$ cat config.mk
export PLATFORM = sky130hd
export DESIGN_NAME = pipe_scoreboard_flat
export DESIGN_NICKNAME = d
export VERILOG_FILES = /design/src/rtl/pipe_pkg.sv /design/src/rtl/pipe_scoreboard_if.sv /design/src/rtl/pipe_sb_counter.sv /design/src/rtl/pipe_scoreboard.sv /design/src/flat_wrapper.sv
export SDC_FILE = /design/constraint.sdc
export NUM_CORES = 1
export LEC_CHECK = 0
export CORE_AREA = 5 5 165 167
export DETAILED_ROUTE_END_ITERATION = 8
export DIE_AREA = 0 0 170 172
export HOLD_SLACK_MARGIN = 0.15
export PLACE_DENSITY = 0.66
export SKIP_CTS_REPAIR_TIMING = 1
export SYNTH_ARGS = -nofsm -noshare
export SYNTH_HDL_FRONTEND = slang
export SYNTH_SLANG_ARGS = --single-unit
$ cat constraint.sdc
create_clock -name clk -period 11.7 [get_ports clk]
set_input_delay 2.34 -clock clk [delete_from_list [all_inputs] [get_ports clk]]
set_output_delay 2.34 -clock clk [all_outputs]
set_load 0.03 [all_outputs]
$ cat src/rtl/pipe_pkg.sv
// Shared definitions for the pipe_MIPS32 successor core: default widths,
// opcode encodings, writeback latencies and the register index type.
package pipe_pkg;

    localparam int unsigned RA_W_DEF  = 5;
    localparam int unsigned LAT_W_DEF = 3;

    // Writeback latencies seen by the scoreboard at issue.
    localparam int unsigned LAT_ALU  = 1;
    localparam int unsigned LAT_LOAD = 2;

    typedef logic [RA_W_DEF-1:0] reg_idx_t;

    typedef enum logic [5:0] {
        OP_ADD   = 6'b000000,
        OP_SUB   = 6'b000001,
        OP_AND   = 6'b000010,
        OP_OR    = 6'b000011,
        OP_SLT   = 6'b000100,
        OP_MUL   = 6'b000101,
        OP_LW    = 6'b001000,
        OP_SW    = 6'b001001,
        OP_ADDI  = 6'b001010,
        OP_SUBI  = 6'b001011,
        OP_SLTI  = 6'b001100,
        OP_BNEQZ = 6'b001101,
        OP_BEQZ  = 6'b001110,
        OP_HLT   = 6'b111111
    } opcode_t;

endpackage

$ cat src/rtl/pipe_scoreboard_if.sv
// ID-to-scoreboard interface: issue request, branch cancel, and the
// interlock/bypass/halt status returned to ID.
interface pipe_scoreboard_if #(
    parameter int unsigned RA_W   = 5,
    parameter int unsigned LAT_W  = 3,
    parameter int unsigned STAT_W = 16
);
    logic              iss_valid;
    logic [RA_W-1:0]   iss_rs;
    logic [RA_W-1:0]   iss_rt;
    logic              iss_use_rs;
    logic              iss_use_rt;
    logic              iss_wr;
    logic [RA_W-1:0]   iss_rd;
    logic [LAT_W-1:0]  iss_lat;
    logic              iss_hlt;
    logic              cancel;
    logic [RA_W-1:0]   cancel_rd;
    logic              stall;
    logic              iss_fire;
    logic              fwd_rs;
    logic              fwd_rt;
    logic              halted;
    logic              drained;
    logic [STAT_W-1:0] stall_cnt;

    modport master (
        output iss_valid, iss_rs, iss_rt, iss_use_rs, iss_use_rt,
               iss_wr, iss_rd, iss_lat, iss_hlt, cancel, cancel_rd,
        input  stall, iss_fire, fwd_rs, fwd_rt, halted, drained, stall_cnt
    );

    modport slave (
        input  iss_valid, iss_rs, iss_rt, iss_use_rs, iss_use_rt,
               iss_wr, iss_rd, iss_lat, iss_hlt, cancel, cancel_rd,
        output stall, iss_fire, fwd_rs, fwd_rt, halted, drained, stall_cnt
    );
endinterface

$ cat src/rtl/pipe_sb_counter.sv
// Per-register writeback countdown. Clear beats load beats decrement.
module pipe_sb_counter #(
    parameter int unsigned LAT_W = 3
) (
    input  logic             clk,
    input  logic             rst,
    input  logic             clr_i,
    input  logic             load_i,
    input  logic [LAT_W-1:0] load_val_i,
    output logic [LAT_W-1:0] cnt_o
);
    logic [LAT_W-1:0] cnt_q;
    logic [LAT_W-1:0] cnt_d;

    // Next count: cancel, new issue, or one step closer to writeback.
    always_comb begin
        cnt_d = cnt_q;
        if (clr_i) begin
            cnt_d = '0;
        end else if (load_i) begin
            cnt_d = load_val_i;
        end else if (cnt_q != '0) begin
            cnt_d = cnt_q - 1'b1;
        end
    end

    // Counter register.
    always_ff @(posedge clk or posedge rst) begin
        if (rst) begin
            cnt_q <= '0;
        end else begin
            cnt_q <= cnt_d;
        end
    end

    assign cnt_o = cnt_q;
endmodule

$ cat src/rtl/pipe_scoreboard.sv
// Register-hazard interlock between ID and EX. Tracks in-flight writes with
// per-register countdowns, stalls RAW/WAW hazards, sequences halt/drain and
// counts stall cycles.
// Optional: define PIPE_SCOREBOARD_FORWARD_EN to let a source whose counter
// reads 1 issue through the EX/MEM bypass instead of stalling.
module pipe_scoreboard
    import pipe_pkg::*;
#(
    parameter int unsigned NREGS   = 32,
    parameter int unsigned RA_W    = RA_W_DEF,
    parameter int unsigned MAX_LAT = 4,
    parameter int unsigned LAT_W   = LAT_W_DEF,
    parameter int unsigned STAT_W  = 16
) (
    input  logic             clk,
    input  logic             rst,
    pipe_scoreboard_if.slave sb
);
`ifdef PIPE_SCOREBOARD_FORWARD_EN
    // A source with one cycle left is readable from the bypass.
    localparam logic [LAT_W-1:0] SRC_FREE_MAX = LAT_W'(1);
`else
    localparam logic [LAT_W-1:0] SRC_FREE_MAX = '0;
`endif

    logic [NREGS-1:0][LAT_W-1:0] cnt;
    logic [NREGS-1:1]            load_vec;
    logic [NREGS-1:1]            clr_vec;
    logic [LAT_W-1:0]            lat_c;
    logic [LAT_W-1:0]            cnt_rs;
    logic [LAT_W-1:0]            cnt_rt;
    logic [LAT_W-1:0]            cnt_rd;
    logic                        all_zero;
    logic                        hazard;
    logic                        active;
    logic                        fire;
    logic                        stall;
    logic                        halted_q;
    logic                        halted_d;
    logic [STAT_W-1:0]           stall_cnt_q;
    logic [STAT_W-1:0]           stall_cnt_d;

    // Register 0 is hardwired zero and never tracked.
    assign cnt[0] = '0;

    for (genvar r = 1; r < NREGS; r++) begin : g_cnt
        pipe_sb_counter #(.LAT_W(LAT_W)) u_cnt (
            .clk       (clk),
            .rst       (rst),
            .clr_i     (clr_vec[r]),
            .load_i    (load_vec[r]),
            .load_val_i(lat_c),
            .cnt_o     (cnt[r])
        );
    end

    // Look up the counters addressed by the issuing instruction.
    always_comb begin
        cnt_rs   = '0;
        cnt_rt   = '0;
        cnt_rd   = '0;
        all_zero = 1'b1;
        for (int unsigned r = 1; r < NREGS; r++) begin
            if (sb.iss_rs == RA_W'(r)) cnt_rs = cnt[r];
            if (sb.iss_rt == RA_W'(r)) cnt_rt = cnt[r];
            if (sb.iss_rd == RA_W'(r)) cnt_rd = cnt[r];
            if (cnt[r] != '0) all_zero = 1'b0;
        end
    end

    // Hazard detection and issue decision; reset forces everything idle.
    always_comb begin
        lat_c = (sb.iss_lat > LAT_W'(MAX_LAT)) ? LAT_W'(MAX_LAT) : sb.iss_lat;
        hazard = (sb.iss_use_rs && (cnt_rs > SRC_FREE_MAX))
              || (sb.iss_use_rt && (cnt_rt > SRC_FREE_MAX))
              || (sb.iss_wr && (lat_c != '0) && (cnt_rd > lat_c));
        active = sb.iss_valid && !halted_q && !rst;
        stall  = active && hazard;
        fire   = active && !hazard;
    end

    // Per-register load on issue and clear on cancel; the counter gives clear priority.
    always_comb begin
        load_vec = '0;
        clr_vec  = '0;
        for (int unsigned r = 1; r < NREGS; r++) begin
            load_vec[r] = fire && sb.iss_wr && (sb.iss_rd == RA_W'(r)) && (lat_c != '0);
            clr_vec[r]  = sb.cancel && (sb.cancel_rd == RA_W'(r));
        end
    end

    // Sticky halt and saturating stall statistic.
    always_comb begin
        halted_d    = halted_q || (fire && sb.iss_hlt);
        stall_cnt_d = stall_cnt_q;
        if (stall && (stall_cnt_q != '1)) begin
            stall_cnt_d = stall_cnt_q + 1'b1;
        end
    end

    // Status registers.
    always_ff @(posedge clk or posedge rst) begin
        if (rst) begin
            halted_q    <= 1'b0;
            stall_cnt_q <= '0;
        end else begin
            halted_q    <= halted_d;
            stall_cnt_q <= stall_cnt_d;
        end
    end

    assign sb.stall     = stall;
    assign sb.iss_fire  = fire;
    assign sb.halted    = halted_q;
    assign sb.drained   = halted_q && all_zero;
    assign sb.stall_cnt = stall_cnt_q;
`ifdef PIPE_SCOREBOARD_FORWARD_EN
    assign sb.fwd_rs = fire && sb.iss_use_rs && (cnt_rs == LAT_W'(1));
    assign sb.fwd_rt = fire && sb.iss_use_rt && (cnt_rt == LAT_W'(1));
`else
    assign sb.fwd_rs = 1'b0;
    assign sb.fwd_rt = 1'b0;
`endif
endmodule

$ cat src/flat_wrapper.sv
// flat-port wrapper written by rule: the top's interface ports become plain ports
module pipe_scoreboard_flat import pipe_pkg::*;
#(
    parameter int unsigned NREGS   = 32,
    parameter int unsigned RA_W    = RA_W_DEF,
    parameter int unsigned MAX_LAT = 4,
    parameter int unsigned LAT_W   = LAT_W_DEF,
    parameter int unsigned STAT_W  = 16
)
  (clk, rst, sb_iss_valid, sb_iss_rs, sb_iss_rt, sb_iss_use_rs, sb_iss_use_rt, sb_iss_wr, sb_iss_rd, sb_iss_lat, sb_iss_hlt, sb_cancel, sb_cancel_rd, sb_stall, sb_iss_fire, sb_fwd_rs, sb_fwd_rt, sb_halted, sb_drained, sb_stall_cnt);
  pipe_scoreboard_if #(.RA_W(RA_W), .LAT_W(LAT_W), .STAT_W(STAT_W)) sb_i ();
  input  logic clk;
  input  logic rst;
  input wire logic [$bits(sb_i.iss_valid)-1:0] sb_iss_valid;
  input wire logic [$bits(sb_i.iss_rs)-1:0] sb_iss_rs;
  input wire logic [$bits(sb_i.iss_rt)-1:0] sb_iss_rt;
  input wire logic [$bits(sb_i.iss_use_rs)-1:0] sb_iss_use_rs;
  input wire logic [$bits(sb_i.iss_use_rt)-1:0] sb_iss_use_rt;
  input wire logic [$bits(sb_i.iss_wr)-1:0] sb_iss_wr;
  input wire logic [$bits(sb_i.iss_rd)-1:0] sb_iss_rd;
  input wire logic [$bits(sb_i.iss_lat)-1:0] sb_iss_lat;
  input wire logic [$bits(sb_i.iss_hlt)-1:0] sb_iss_hlt;
  input wire logic [$bits(sb_i.cancel)-1:0] sb_cancel;
  input wire logic [$bits(sb_i.cancel_rd)-1:0] sb_cancel_rd;
  output wire logic [$bits(sb_i.stall)-1:0] sb_stall;
  output wire logic [$bits(sb_i.iss_fire)-1:0] sb_iss_fire;
  output wire logic [$bits(sb_i.fwd_rs)-1:0] sb_fwd_rs;
  output wire logic [$bits(sb_i.fwd_rt)-1:0] sb_fwd_rt;
  output wire logic [$bits(sb_i.halted)-1:0] sb_halted;
  output wire logic [$bits(sb_i.drained)-1:0] sb_drained;
  output wire logic [$bits(sb_i.stall_cnt)-1:0] sb_stall_cnt;
  assign sb_i.iss_valid = sb_iss_valid;
  assign sb_i.iss_rs = sb_iss_rs;
  assign sb_i.iss_rt = sb_iss_rt;
  assign sb_i.iss_use_rs = sb_iss_use_rs;
  assign sb_i.iss_use_rt = sb_iss_use_rt;
  assign sb_i.iss_wr = sb_iss_wr;
  assign sb_i.iss_rd = sb_iss_rd;
  assign sb_i.iss_lat = sb_iss_lat;
  assign sb_i.iss_hlt = sb_iss_hlt;
  assign sb_i.cancel = sb_cancel;
  assign sb_i.cancel_rd = sb_cancel_rd;
  assign sb_stall = sb_i.stall;
  assign sb_iss_fire = sb_i.iss_fire;
  assign sb_fwd_rs = sb_i.fwd_rs;
  assign sb_fwd_rt = sb_i.fwd_rt;
  assign sb_halted = sb_i.halted;
  assign sb_drained = sb_i.drained;
  assign sb_stall_cnt = sb_i.stall_cnt;
  pipe_scoreboard #(.NREGS(NREGS), .RA_W(RA_W), .MAX_LAT(MAX_LAT), .LAT_W(LAT_W), .STAT_W(STAT_W)) u_core (.clk(clk), .rst(rst), .sb(sb_i));
endmodule
After elaboration in Yosys (flattened, before gate mapping)
Index checks and enable logic that the tools add are counted.
{"block": "word_totals", "ff_bits": 110, "latchBits": 0, "ramBits": 0, "mem_bits_ro": 0, "output_inout_bits": 22, "elab_cells": 586, "memories": 0}
{"block": "op_classes", "addsub": 32, "multipliers": 0, "n_div": 0, "n_lt_le_gt_ge": 4, "n_eq_ne": 125, "n_shift": 0, "n_mux": 218, "bitwise": 0, "n_reduce_logical": 174}
{"operator": "two-way mux 3 bit", "count": 187}
{"operator": "== test 5 bit (second input constant)", "count": 64}
{"operator": "nonzero test 3 bit", "count": 63}
{"operator": "== test 5 x 4 -> 1 bit (second input constant)", "count": 32}
{"operator": "logical AND 1 bit", "count": 105}
{"operator": "subtractor 3 x 1 -> 3 bit (second input constant)", "count": 31}
{"operator": "== test 5 x 3 -> 1 bit (second input constant)", "count": 16}
{"operator": "== test 5 x 2 -> 1 bit (second input constant)", "count": 8}
{"operator": "two-way mux 1 bit", "count": 31}
{"operator": "== test 5 x 1 -> 1 bit (second input constant)", "count": 4}
{"operator": "adder 16 x 1 -> 16 bit (second input constant)", "count": 1}
{"operator": "!= test 16 bit (second input constant)", "count": 1}
{"operator": "greater-than comparator 3 x 1 -> 1 bit (second input constant)", "count": 2}
{"operator": "greater-than comparator 3 bit", "count": 1}
{"operator": "greater-than comparator 3 bit (second input constant)", "count": 1}
{"operator": "logical NOT 1 bit", "count": 3}
{"operator": "logical OR 1 bit", "count": 3}

Depth between registers and ports, before layout
Gate-level depths: netlist of the first run.
{"block": "logic_depth", "ltp_word": 43, "depth_mapped": 22, "depth_no_buf": 17}

Modules after synthesis
A second synthesis of the first run with hierarchy kept.
{"block": "hier_totals", "cells_unflattened": 1532, "hier_area_um2": 12094.1}
{"mod": "pipe_sb_counter", "instances": 31, "cells_each": 21, "area_each_um2": 205.2}
{"mod": "pipe_scoreboard", "instances": 1, "cells_each": 881, "area_each_um2": 5733.0}

Worst setup path after synthesis of the first run
Ideal clock, no wire load.
{"block": "synth_path", "path_kind": "in2out", "start": "input port sb_iss_rd[0]", "end": "output port sb_stall", "t_arrival_ns": 5.998, "required_ns": 9.360, "path_slack_ns": 3.362, "stages": 18, "n_path_buf": 7, "cell_sequence": "clkbuf_1 clkbuf_1 clkbuf_1 clkbuf_1 o21ai_0 a221o_1 a31oi_1 a21oi_1 ha_1 a21o_1 a21oi_1 a311oi_1 a211oi_1 and4_1 buf_6 buf_2 buf_2 nor2_1"}
{"block": "synth_between", "elab_chain_cells": 36, "elab_cells_between_ends": 66, "classes_between": "order compare (1); eq/ne (31); mux (31); reduce/logical (3)"}
{"item": "from (decl)", "line_no": "flat_wrapper.sv:20", "rtl": "input wire logic [$bits(sb_i.iss_rd)-1:0] sb_iss_rd;"}
{"item": "== test 5 x 1 -> 1 bit", "line_no": "pipe_scoreboard.sv:66", "rtl": "if (sb.iss_rd == RA_W'(r)) cnt_rd = cnt[r];"}
{"item": "two-way mux 3 bit (30 in a row)", "line_no": "pipe_scoreboard.sv:66"}
{"item": "two-way mux 3 bit *", "line_no": "pipe_scoreboard.sv:66"}
{"item": "greater-than comparator 3 bit *", "line_no": "pipe_scoreboard.sv:76", "rtl": "|| (sb.iss_wr && (lat_c != '0) && (cnt_rd > lat_c));"}
{"item": "logical AND 1 bit *", "line_no": "pipe_scoreboard.sv:76"}
{"item": "logical OR 1 bit *", "line_no": "pipe_scoreboard.sv:76"}
{"item": "logical AND 1 bit *", "line_no": "pipe_scoreboard.sv:78", "rtl": "stall = active && hazard;"}
{"item": "to (decl)", "line_no": "flat_wrapper.sv:25", "rtl": "output wire logic [$bits(sb_i.stall)-1:0] sb_stall;"}
Mark *: on every way between the ends. The rest lies on a longest branch, timed or not.

Worst setup path in the final report of the first run
{"block": "layout_path", "start": "input port sb_iss_rd[1]", "end": "output port sb_stall"}
Same word-level chain as after synthesis.

==> metrics list, run 1 <==
- STA puts the critical path data required time at 9.36 ns.
- Slew of the pin with the lowest slew margin: 1.22 ns
- The worst hold path begins at u_core.sb.stall_cnt[10].
- By startpoint and endpoint, the worst setup path is classified as in2out.
* First-pass GRT wire length: 69100 um
- Subtracting the final worst setup slack from the clock period gives 9.63 ns.
- Hold/Removal Path Class: reg2reg
- Number of antenna violations at the first check in global routing: 1
* Worst setup skew after layout: 0.0102 ns
- The worst-case IR drop observed on VDD is 0.131 mV.
- The clock net in this run drives a total of 110 sinks.
* Count of different cell masters after synthesis: 81
- For flop-to-flop paths, the worst setup slack is 6.63 ns.
* End of the worst register-to-register path: u_core.g_cnt[31].u_cnt.cnt_o[0]
- Across the run, the number of max-cap violations was 0.
- In this design, the largest share of critical-path delay is due to compound AO/OA/AOI/OAI gates.
- Area of the core: 0.0256 mm2
- Kind of start point of the critical path: input port
* Inserted Clock Buffers: 9
- The final max-slew violation count is 0.
- Leaving out fill and tap cells, the most frequent cells in the layout are sky130_fd_sc_hd__nand2_1, sky130_fd_sc_hd__o21ai_0, sky130_fd_sc_hd__nor2_1, sky130_fd_sc_hd__dfrtp_1, sky130_fd_sc_hd__inv_1.
- Clk pwr share: 0.118
- After synthesis the cells add up to 0.0113 mm2.
- By instance count, the cell type seen most on the critical path is sky130_fd_sc_hd__a21oi_1.
- Setup repair after global routing left no endpoint under its margin.
- Internal power comes to 1.33 mW.
* Via count normalized by instance count: 6.54
- After detailed routing, the average wire length per cell comes to 25.6 um.
- Die H: 172 um
- The analysis attributes to net switching a power of 1.42 mW.
* Post-detailed-placement half-perimeter wirelength: 34900 um
- Arrival time at the worst endpoint: 7.29 ns
- Leaving out fill and tap cells, the most frequent cell in the layout is sky130_fd_sc_hd__nand2_1.
- Power spread over the standard cell area amounts to 226 mW/mm2.
- Sequential cell area: 0.00275 mm2
- Clk Tree Root Cell: sky130_fd_sc_hd__clkbuf_16
* Final Hold Viols: 0
- Max FO, Critical Path: 54
- Share of the core filled with cells in the final layout: 0.475
- Entering global routing, the biggest net connects 65 pins.
- Setup violations remaining at the end of the flow were counted as 0.
- The multi-input combinational cells in the finished layout cover a total of 0.00778 mm2.
- A synthesized cell averages 7.64 um2.
* DP Cell Count: 1784
* Element type at the critical path end: output port
* Syn-to-layout area delta: 7.88%
* Syn Inst Count: 1477
- Ordered cell list for the critical path: buf_2 > and2_1 > a311o_1 > o22ai_1 > a22oi_1 > o21ai_0 > a221o_1 > a31oi_1 > a21oi_1 > ha_1 > a21o_1 > a21oi_1 > a311oi_1 > a211oi_1 > and4_4 > nor2_1 > clkdlybuf4s50_1
* Total Negative Setup Slacks: 0 ns
* Critical-path cell with the highest stage delay: sky130_fd_sc_hd__and2_1
- The net count of the finished layout is 1557.
* Crit path buffers/inverters: 2
* Number of I/O port buffers: 50
- After the first detailed-routing iteration, the DRC count stood at 1253.
* TritonCTS clock tree: built
- FF-to-FF Start: u_core.g_cnt[8].u_cnt.cnt_o[1]
- Proportion of synthesized flip-flops having asynchronous set or reset: 1.00
- Clock latency on the worst-skew pair: 0.37 ns
* Worst slew slack as a fraction of its limit: 0.181
- Top Ports: 53
- ANT nets after route: 0
- In this run, synthesis inferred 0 flip-flops with an integrated enable.
- Worst hold path stage count: 1
- After detailed routing, the total wire length is 46200 um.
- Area of the die: 0.0292 mm2
- For this run, the register share of the synthesized area comes to 0.244.
- FILL cells: 2541
- The total overflow left after global routing is 0.
* Sequential power share: 0.351
* Total global-route track usage: 0.312
- Worst Hold Endpoint: u_core.sb.stall_cnt[10]
* Post-route cell area: 0.0122 mm2
- Effective utilization at floorplan: 0.440
* Via count of the first global-routing pass: 11.1k
- The share of total power dissipated in combinational logic is 0.531.
* R2R depth: 18
- Leakage component of the power: 5.06 nW
- Of the total power, the share spent switching nets is 0.517.
* Count of yosys warnings during synthesis: 0
- After the flow finishes, the layout carries non-filler instances totaling 1800.
- Final Cycle Share: 0.823
- In this run the horizontal extent of the chip is 170 um.
* # diodes: 0
* Result of the run: finished clean
- Total number of vias: 11.8k
- For this run, design rule violations remaining after detail routing come to 0.
- After clock tree synthesis, the clock-pin slew on the worst setup and hold paths is 0.09 ns.
* DR pass1 iterations: 8
* Longest Clk Path Bufs: 2
- Routability congestion estimate from global placement: 0.993
- Layout cells sized above 1: 0.0642
- Delay of the slowest critical-path stage: 0.70 ns
- The H-tree generated during clock tree synthesis spans 3 levels.
* Main flop type after synthesis: sky130_fd_sc_hd__dfrtp_1
* Peak clock frequency supported by timing: 0.104 GHz
- Once placement finished, the instance area stood at 0.0119 mm2.
* Standard-cell row count: 59
* Synthesis-stage register bit count: 110
==> worst max path at each step <==
stage	cells past startpoint	slack, ns	endpoint	startpoint
after floorplan	18	3.36	sb_stall	sb_iss_rd[0]
after global placement	17	2.21	sb_stall	sb_iss_rd[2]
after detailed placement	17	2.14	sb_stall	sb_iss_rd[2]
after CTS	17	2.11	sb_stall	sb_iss_rd[2]
after global routing	17	1.68	sb_stall	sb_iss_rd[2]
final	17	2.07	sb_stall	sb_iss_rd[1]
==> flip-flops by register name, summed over array words and instances, names as in the netlist <==
name / cells
u_core.g_cnt.u_cnt.cnt_o: 93
u_core.sb.halted: 1
u_core.sb.stall_cnt: 16
==> layout make-up <==
class                           count  area share
Clock buffer                        9      0.0185
Clock inverter                      7     0.00617
Inverter                           80      0.0249
Multi-Input combinational cell   1192       0.640
Sequential cell                   110       0.226
Tap cell                          335      0.0344
Timing Repair Buffer               67      0.0500
==> kinds of logic (layout without fill, tap and decap cells) <==
logic type / after synthesis / in the layout / synth area share
AND/OR/NAND/NOR: 633 / 633 / 0.288
adder cells (fa/ha/maj): 66 / 66 / 0.0732
flip-flops: 110 / 110 / 0.244
buffers and inverters: 176 / 163 / 0.0663
other: 1 / 2 / 0.000332
XOR/XNOR: 46 / 46 / 0.0357
AO/OA/AOI/OAI: 365 / 365 / 0.213
multiplexers: 80 / 80 / 0.0788
==> metal layers <==
layer  track usage  vias up  wire [um]
met5             0        -          0
met3        0.0663      127       5020
met4         0.148        0       2610
met1         0.423     5639      18900
met2         0.475      682      19600
li1              -     5322          -
==> per-stage QoR <==
step | hold WS [ns] | setup WS, ns | power, mW
after floorplan | 0.574 | 3.36 | 1.83
after global placement | 0.474 | 2.21 | 2.34
after detailed placement | 0.477 | 2.14 | 2.37
after CTS | 0.496 | 2.11 | 2.70
after global routing | 0.528 | 1.68 | 2.94
final | 0.494 | 2.07 | 2.75
==> synth_stat cells, drive strengths merged (5+ instances only) <==
| cell | n | share of area |
|---|---|---|
| nand2 | 198 | 0.066 |
| o21ai | 125 | 0.055 |
| nor2 | 124 | 0.041 |
| dfrtp | 110 | 0.24 |
| inv | 80 | 0.027 |
| nand4 | 70 | 0.039 |
| ha | 66 | 0.073 |
| a21oi | 56 | 0.025 |
| mux2i | 55 | 0.049 |
| nor2b | 53 | 0.029 |
| clkbuf | 50 | 0.017 |
| buf | 46 | 0.023 |
| and3 | 35 | 0.019 |
| xnor2 | 33 | 0.026 |
| nand3 | 31 | 0.014 |
| o31ai | 25 | 0.017 |
| nor3 | 23 | 0.011 |
| mux2 | 20 | 0.020 |
| nand2b | 20 | 0.011 |
| o22ai | 18 | 0.010 |
| xor2 | 13 | 0.010 |
| o211ai | 12 | 0.0080 |
| a211oi | 11 | 0.0078 |
| a22oi | 11 | 0.0073 |
| a31oi | 11 | 0.0061 |
| nor4 | 11 | 0.0067 |
| nand3b | 10 | 0.0067 |
| nor4b | 9 | 0.0098 |
| a311oi | 8 | 0.0062 |
| a31o | 8 | 0.0062 |
| nor3b | 8 | 0.0053 |
| o221ai | 7 | 0.0054 |
| or3b | 7 | 0.0054 |
| and2 | 6 | 0.0033 |
| a2111oi | 5 | 0.0055 |
| a21o | 5 | 0.0033 |
| a2bb2oi | 5 | 0.0039 |
| a32oi | 5 | 0.0039 |
| mux4 | 5 | 0.010 |
| o32a | 5 | 0.0044 |
| or3 | 5 | 0.0032 |
==> power by group through the flow <==
stage,combinational (mW),clock [mW],sequential [mW]
3_5_place_dp,1.43,0,0.941
5_1_grt,1.64,0.343,0.960
6_report,1.46,0.324,0.964
4_1_cts,1.44,0.328,0.934
2_1_floorplan,1.09,0,0.747
3_3_place_gp,1.40,0,0.944
Note: power is estimated with default switching activity, not from simulation.
==> inputs of run 2 (changes only) <==
clock period = 9.2 ns   (was 11.7 ns; I/O delays follow)
==> metrics list, run 2 (synthesis results as in run 1) <==
- Arrival time at the worst endpoint: 6.48 ns
- Worst path most repeated cell: sky130_fd_sc_hd__a21oi_1
* Post-route cell area: 0.0122 mm2
- Peak clock frequency supported by timing: 0.120 GHz
* Min Tclk post-route: 8.32 ns
* First-pass GRT wire length: 68200 um
* Top Ports: 53
- No sink is reached through more buffers than the 2 on the longest clock path.
- Total global-route track usage: 0.306
* DRT iter0 DRCs: 1458
- Measured against its own limit, the worst slew margin works out to 0.149.
- Fill cells in the final layout number 2540.
- Number of I/O port buffers: 50
- Via count of the first global-routing pass: 10.9k
* Max FO, Critical Path: 13
* Ordered cell list for the critical path: clkdlybuf4s50_1 > or3b_2 > a211oi_1 > a21oi_1 > a22oi_1 > o21ai_0 > a221o_1 > a31oi_1 > a21oi_1 > ha_1 > a21o_1 > a21oi_1 > a311oi_1 > a211oi_1 > nand4_1 > nor2_1 > clkdlybuf4s50_1
- Standard-cell row count: 59
- Counting instances, the worst hold path has a depth of 1.
* Share of the core filled with cells in the final layout: 0.476
* Routability congestion estimate from global placement: 1.04
* Die Wd: 170 um
- The register with the most flip-flops in the layout has 93 of them.
- Entering global routing, the biggest net connects 116 pins.
* Average routed wire per standard cell: 25.3 um
- Smallest hold slack: 0.490 ns
* TritonCTS clock tree: built
- Slew of the pin with the lowest slew margin: 1.27 ns
* Worst-case vdd ir drop: 0.172 mV
- Cell class contributing the biggest share of worst-path delay: compound AO/OA/AOI/OAI gates
* Final Cycle Share: 0.904
- Number of antenna violations at the first check in global routing: 0
* Length of routed wiring on met1: 18600 um
- Counting the buffers created by CTS gives 9.
- The detailed router used layers up to and including met4.
- In the layout the commonest cells are sky130_fd_sc_hd__nand2_1, sky130_fd_sc_hd__o21ai_0, sky130_fd_sc_hd__nor2_1, sky130_fd_sc_hd__dfrtp_1, sky130_fd_sc_hd__inv_1.
* Total number of vias: 11.9k
- Number of nets in the finished design: 1561
- Congestion Overflow GR: 0
* Critical-path cell with the highest stage delay: sky130_fd_sc_hd__clkdlybuf4s50_1
- Max-cap violations in this run came to 0.
- For this design the ratio of total power to cell area is 287 mW/mm2.
- Clock latency on the worst-skew pair: 0.38 ns
- In this run the number of H-tree levels came out at 3.
- The placed instances occupy a cell area of 0.0119 mm2.
- # diodes: 0
- Crit path buffers/inverters: 2
- Area of the die: 0.0292 mm2
- The cell sitting at the root of the clock tree is a sky130_fd_sc_hd__clkbuf_16.
* Die H: 172 um
- The critical path crosses 17 cells after its start point.
- The final hold violation count is 0.
- Element type at the critical path end: output port
- Result of the run: finished clean
- Layout cells sized above 1: 0.0667
* DRT Wirelength: 45700 um
- For the final database, setup skew stands at 0.0185 ns.
* Setup repair after global routing missed its margin: no
- The core region is 0.0256 mm2.
* Length of routed met3 wiring: 5130 um
- DR pass1 iterations: 6
* Total count of max-transition violations in the final report: 0
- Setup violations remaining at the end of the flow were counted as 0.
- STA classifies the critical path startpoint as an input port.
- After detailed routing, the number of remaining DRC violations is 0.
- Num Clock Sinks: 110
- Effective utilization at floorplan: 0.440
- Most common cell after layout, fill and taps aside: sky130_fd_sc_hd__nand2_1
- The setup path with the least slack is of type in2out.
- Leakage component of the power: 5.08 nW
* Required arrival time at the worst endpoint: 7.36 ns
- Wire segments on met2 add up to 19500 um in the final route.
* R2R depth: 17
- After clock tree synthesis, the clock-pin slew on the worst setup and hold paths is 0.09 ns.
- Hold/Removal Path Class: reg2reg
- Total Negative Setup Slacks: 0 ns
- Via count normalized by instance count: 6.59
- In this design, the stage delay of the slowest critical-path cell is 0.71 ns.
- Post-detailed-placement half-perimeter wirelength: 34800 um
- In this run the remaining antenna-violating nets after routing total 0.
* Syn-to-layout area delta: 8.21%
-- run 2: cell types whose count changed in the layout (fill, tap and decap cells not counted) --
cell	previous run	this run
sky130_fd_sc_hd__buf_4	17	21
sky130_fd_sc_hd__clkinv_8	1	2
sky130_fd_sc_hd__inv_6	2	1
-- run 2: path summary, 6_finish.rpt --
kind                                                      from                              end  slack (ns)
worst max-delay path                              sb_iss_rd[4]                      sb_iss_fire        0.88
worst min-delay path                    u_core.sb.stall_cnt[6]           u_core.sb.stall_cnt[6]        0.49
worst max register to register  u_core.g_cnt[2].u_cnt.cnt_o[0]  u_core.g_cnt[31].u_cnt.cnt_o[0]        4.01
worst min register to register          u_core.sb.stall_cnt[6]           u_core.sb.stall_cnt[6]        0.49
max in group asynchronous                                  rst  u_core.g_cnt[18].u_cnt.cnt_o[0]        6.04
min in group asynchronous                                  rst  u_core.g_cnt[31].u_cnt.cnt_o[2]        1.92
-- run 2: routing by layer --
metal,up-vias,GRT usage
met1,5681,0.432
met4,0,0.143
met2,765,0.461
li1,5320,-
met3,126,0.0510
met5,-,0
-- run 2: layout make-up --
class,instances,area [um2],area share
clock inverter,7,82.6,0.00677
tap,335,419,0.0343
sequential,110,2750,0.226
clock buffer,9,225,0.0185
inverter,80,303,0.0248
timing repair buffer,71,638,0.0523
multi-input combinational,1192,7780,0.638
-- run 2: per-stage QoR --
stage	total power [mW]	instances	setup WS, ns
final	3.51	1804	0.880
after global routing	3.74	1804	0.647
after CTS	3.44	1804	0.936
after detailed placement	3.01	1788	0.963
after global placement	2.96	1788	1.01
after floorplan	2.33	1478	1.86
-- run 2: where the power goes --
part | leakage (nW) | total (mW) | switching (mW) | internal (mW)
clock | 0.148 | 0.420 | 0.224 | 0.196
combinational | 3.59 | 1.88 | 1.10 | 0.781
sequential | 1.34 | 1.21 | 0.494 | 0.717
